[config.mk]
export PLATFORM = sky130hd
export DESIGN_NAME = morse_round_ctrl
export DESIGN_NICKNAME = d
export VERILOG_FILES = /design/src/rtl/morse_round_ctrl.sv
export SDC_FILE = /design/constraint.sdc
export NUM_CORES = 1
export LEC_CHECK = 0
export CAP_MARGIN = 10
export CELL_PAD_IN_SITES_DETAIL_PLACEMENT = 0
export CELL_PAD_IN_SITES_GLOBAL_PLACEMENT = 2
export CORE_MARGIN = 4
export CORE_UTILIZATION = 31
export DETAILED_ROUTE_END_ITERATION = 16
export PLACE_DENSITY = 0.84
export SLEW_MARGIN = 20
export SYNTH_ARGS = -nofsm -noshare
export SYNTH_HDL_FRONTEND = slang
export SYNTH_SLANG_ARGS = --single-unit
export TNS_END_PERCENT = 50
[constraint.sdc]
create_clock -name clk_i -period 2.6 [get_ports clk_i]
set_input_delay 0.52 -clock clk_i [delete_from_list [all_inputs] [get_ports clk_i]]
set_output_delay 0.52 -clock clk_i [all_outputs]
set_load 0.05 [all_outputs]
[src/rtl/morse_round_ctrl.sv]
// Session/round sequencer for the Morse trainer: letter request, decoder arming, scoring, pacing.
// Build option: define MORSE_TIMEOUT_EN to give the ARMED state a tick-based forced-fail timeout.
module morse_round_ctrl #(
    parameter int NUM_ROUNDS    = 8,
    parameter int CNT_W         = 4,
    parameter int TMR_W         = 8,
    parameter int TIMEOUT_TICKS = 200,
    parameter int GAP_TICKS     = 50
) (
    input  logic             clk_i,
    input  logic             rst_i,
    input  logic             tick_i,
    input  logic             start_i,
    output logic             letter_req_o,
    input  logic             letter_ready_i,
    output logic             decode_en_o,
    input  logic             decode_done_i,
    input  logic             decode_correct_i,
    output logic             result_valid_o,
    output logic             result_pass_o,
    output logic [CNT_W-1:0] round_o,
    output logic [CNT_W-1:0] score_o,
    output logic             session_done_o,
    output logic [2:0]       state_o
);

    localparam logic [2:0] S_IDLE     = 3'd0;
    localparam logic [2:0] S_REQ      = 3'd1;
    localparam logic [2:0] S_WAIT_RDY = 3'd2;
    localparam logic [2:0] S_ARMED    = 3'd3;
    localparam logic [2:0] S_RESULT   = 3'd4;
    localparam logic [2:0] S_GAP      = 3'd5;
    localparam logic [2:0] S_DONE     = 3'd6;

    localparam logic [CNT_W-1:0] ROUNDS_LAST = CNT_W'(NUM_ROUNDS);
    localparam logic [CNT_W-1:0] CNT_MAX     = '1;
    localparam logic [TMR_W-1:0] GAP_LAST    = TMR_W'(GAP_TICKS);
`ifdef MORSE_TIMEOUT_EN
    localparam logic [TMR_W-1:0] TMO_LAST    = TMR_W'(TIMEOUT_TICKS - 1);
`endif

    // Reject configurations whose limits do not fit the counter widths.
    if (NUM_ROUNDS < 1 || NUM_ROUNDS > (2 ** CNT_W) - 1) begin : g_bad_rounds
        $error("morse_round_ctrl: NUM_ROUNDS does not fit CNT_W");
    end
    if (TIMEOUT_TICKS < 1 || TIMEOUT_TICKS > (2 ** TMR_W) - 1) begin : g_bad_timeout
        $error("morse_round_ctrl: TIMEOUT_TICKS does not fit TMR_W");
    end
    if (GAP_TICKS < 0 || GAP_TICKS > (2 ** TMR_W) - 1) begin : g_bad_gap
        $error("morse_round_ctrl: GAP_TICKS does not fit TMR_W");
    end

    logic [2:0]       state;
    logic [TMR_W-1:0] timer;
    logic [CNT_W-1:0] round_q;
    logic [CNT_W-1:0] score_q;
    logic             pass_q;

    always_ff @(posedge clk_i or posedge rst_i) begin
        if (rst_i) begin
            state   <= S_IDLE;
            timer   <= '0;
            round_q <= '0;
            score_q <= '0;
            pass_q  <= 1'b0;
        end else begin
            case (state)
                S_IDLE: begin
                    if (start_i) begin
                        state   <= S_REQ;
                        timer   <= '0;
                        round_q <= '0;
                        score_q <= '0;
                        pass_q  <= 1'b0;
                    end
                end
                S_REQ: begin
                    state <= start_i ? S_WAIT_RDY : S_IDLE;
                end
                S_WAIT_RDY: begin
                    if (!start_i) begin
                        state <= S_IDLE;
                    end else if (letter_ready_i) begin
                        state <= S_ARMED;
                        timer <= '0;
                    end
                end
                // A verdict on the same cycle as the final tick beats the timeout.
                S_ARMED: begin
                    if (!start_i) begin
                        state <= S_IDLE;
                    end else if (decode_done_i) begin
                        state  <= S_RESULT;
                        pass_q <= decode_correct_i;
                    end
`ifdef MORSE_TIMEOUT_EN
                    else if (tick_i && timer == TMO_LAST) begin
                        state  <= S_RESULT;
                        pass_q <= 1'b0;
                    end else if (tick_i) begin
                        timer <= timer + 1'b1;
                    end
`endif
                end
                S_RESULT: begin
                    if (!start_i) begin
                        state <= S_IDLE;
                    end else begin
                        state <= S_GAP;
                        timer <= '0;
                        if (round_q != CNT_MAX) begin
                            round_q <= round_q + 1'b1;
                        end
                        if (pass_q && score_q != CNT_MAX) begin
                            score_q <= score_q + 1'b1;
                        end
                    end
                end
                S_GAP: begin
                    if (!start_i) begin
                        state <= S_IDLE;
                    end else if (timer == GAP_LAST) begin
                        state <= (round_q == ROUNDS_LAST) ? S_DONE : S_REQ;
                    end else if (tick_i) begin
                        timer <= timer + 1'b1;
                    end
                end
                S_DONE: begin
                    if (!start_i) begin
                        state <= S_IDLE;
                    end
                end
                default: begin
                    state <= S_IDLE;
                end
            endcase
        end
    end

    assign letter_req_o   = (state == S_REQ);
    assign decode_en_o    = (state == S_ARMED);
    assign result_valid_o = (state == S_RESULT);
    assign session_done_o = (state == S_DONE);
    assign result_pass_o  = pass_q;
    assign round_o        = round_q;
    assign score_o        = score_q;
    assign state_o        = state;

endmodule
==> qor.txt, run 1 <==
TritonRoute pass-1 iters: 4
EDFF count, synth: 0
ANT cells: 0
library cells used by synthesis: 39
share of cells above drive strength 1: 11.4%
Post-Syn Nets: 151
die boundary height: 71.5 um
crit path DAT: 1.73 ns
final net count: 180
syn avg cell area: 8.98 um^2
Least-Margin Pin Slew: 0.805 ns
max-cap viol count: 0
post-synth top area cell: dfrtp_1
CTS sink count: 20
register share of total power: 31.6%
post-CTS sizing: 0
first-pass GRT wire length: 5440 um
Peak supply drop: 0.268 mV
Worst-path clk slew: 0.07 ns
Crit path required time: 2.08 ns
Setup CP Type: flop to output port
vias in the first global route: 1072
area fraction of the dominant cell type after synthesis: 40.1%
H-tree depth: 1
Worst Skew: 0.00409 ns
Post-synth ARST share: 100%
RD Place Congestion: 0.804
crit-path cells: nand2_1 > nor2_1 > clkdlybuf4s50_1
residual DRC count: 0
Int Pwr: 0.000675 W
sequential area share after synthesis: 40.1%
CP max stage delay: 0.83 ns
port bufs: 22
total power: 0.00119 W
CTS tree: built
CTS root buf: clkbuf_8
Switching Fraction: 43.2%
fin. max-slew vios: 0
row count: 22
die area: 5110 um^2
Synth area leaders: dfrtp_1 40%, ha_1 5.0%, o21ai_0 4.8%
Antenna Nets Post-Route: 0
CP max-delay cell: clkdlybuf4s50_1
Slew HR: 46.3%
status: completed
Pleak: 0.701 nW
Iteration-0 DRC Markers: 53
via-per-instance ratio: 5.34
average routed wire per standard cell: 14.5 um
Synth Cell Area: 1250 um^2
Fmax achieved: 0.445 GHz
worst-path fanout max: 4
Final Critical Period: 2.25 ns
via count: 1148
postcts setup bufs: 0
Net Sw Power: 0.000514 W
core area: 3770 um^2
I/O pins: 23
critical path endpoint category: output port
TritonCTS Buffers: 3
Yosys reg bits: 20
pwr dens: 737 nW/um^2
period utilization: 86.4%
Synth top cells by count: 20 x dfrtp_1, 12 x nand2_1, 12 x o21ai_0
drt total wl: 3130 um
Logic pwr share: 48.3%
sum of negative setup slack: 0 ns
P&R area growth vs syn: 29.3%
Die X: 71.5 um
top_reg_cell synth: dfrtp_1
CTS max path bufs: 2
min-delay worst type: flop to flop
global-route usage over all layers: 13.2%
Final setup viols: 0
top-count cell post-synth: dfrtp_1
Clk Latency, worst-skew pair: 0.26 ns
Ys Warns: 0
largest net degree at the start of global routing: 21
Syn Inst Count: 139
CP Launch Type: flop
total gr overflow: 0
Hold Vio Cnt, Final: 0
unrepaired setup endpoints after global routing: no
initial antenna violation count: 0
hold_buf cts: 0
Starting Density: 33.1%
Clk pwr share: 20.0%
post-DP HPWL: 2320 um
## sequential cells by signal, summed over array words and instances (netlist names)
register,flops
timer,8
round_o,4
score_o,4
state_o,3
result_pass_o,1
## worst paths after layout
| path | cells after the start | slack [ns] | end | from |
|---|---|---|---|---|
| worst max-delay path | 3 | 0.35 | decode_en_o | state_o[0] |
| worst min-delay path | 1 | 0.56 | timer[7] | timer[7] |
| worst max register to register | 6 | 0.51 | state_o[0] | timer[0] |
| worst min register to register | 1 | 0.56 | timer[7] | timer[7] |
| max in group asynchronous | 2 | 1.38 | round_o[3] | rst_i |
| min in group asynchronous | 2 | 0.72 | round_o[0] | rst_i |
## kinds of logic (layout without fill, tap and decap cells)
family | Yosys count | in the layout | synth area share (%)
buf+inv | 11 | 39 | 3.31
xor+xnor | 4 | 4 | 2.81
flops | 20 | 20 | 40.1
compound gates | 39 | 39 | 22.0
mux | 1 | 1 | 0.902
fa+ha+maj | 5 | 5 | 5.01
simple gates | 59 | 59 | 25.9
## layout by cell type, fill, tap and decap left out, types with 2 or more instances in the layout
master,count
nor2_1,10
clkbuf_8,4
o2bb2ai_1,2
inv_1,7
dfrtp_1,20
and3b_1,2
a22o_1,4
nor2b_1,3
a21oi_1,3
ha_1,5
buf_4,8
nand2_1,12
xor2_1,4
o22ai_1,3
o21ai_0,12
a21o_1,3
nor3b_1,3
nand3_1,7
nand4_1,4
a22oi_1,3
a31oi_1,2
nor3_1,7
clkdlybuf4s50_1,20
## critical path, delay by kind of cell, from the launching register on
family,cells,cell delay (ns)
AND/OR/NAND/NOR,2,0.23
buffers and inverters,1,0.83
flip-flops,1,0.41
## per-layer routing
layer  up-vias  track usage (%)  share of wire, %
met5         -                0                 0
met4         0             3.76              0.74
met3         2             2.81               5.4
met2        27             19.2                43
met1       548             19.5                51
li1        571                -                 -
## through the flow
stage                     util, %  cells  hold slack, ns  area [um^2]  worst slack, ns
after detailed placement     41.3    211           0.540         1560            0.199
after global routing         42.8    215           0.586         1610            0.281
after floorplan                 -    139           0.484         1250            0.295
final                        42.8    215           0.562         1610            0.354
after CTS                    42.8    215           0.561         1610            0.366
after global placement       41.3    211           0.533         1560            0.254
## area by class of cell
class / instances / area [um^2]
flip-flops and latches: 20 / 500
fillers: 377 / 2160
clock buffers: 4 / 55.1
multi-input cells: 108 / 712
well taps: 48 / 60.1
inverters: 7 / 26.3
repair buffers: 28 / 260
## power groups by stage
stage               Clock [W]  Sequential [W]  Combinational, W
finish               0.000238        0.000376          0.000575
global route         0.000263        0.000381          0.000620
CTS                  0.000248        0.000375          0.000574
detailed placement          0        0.000382          0.000572
global placement            0        0.000380          0.000568
floorplan                   0        0.000490          0.000269
No activity file was read; power rests on OpenSTA's default activity.
==> inputs of run 2 (changes only) <==
Settings changed: CAP_MARGIN 10 to not set.
==> results of run 2 <==
Final layout, timing and power as in run 1 (identical DEF).
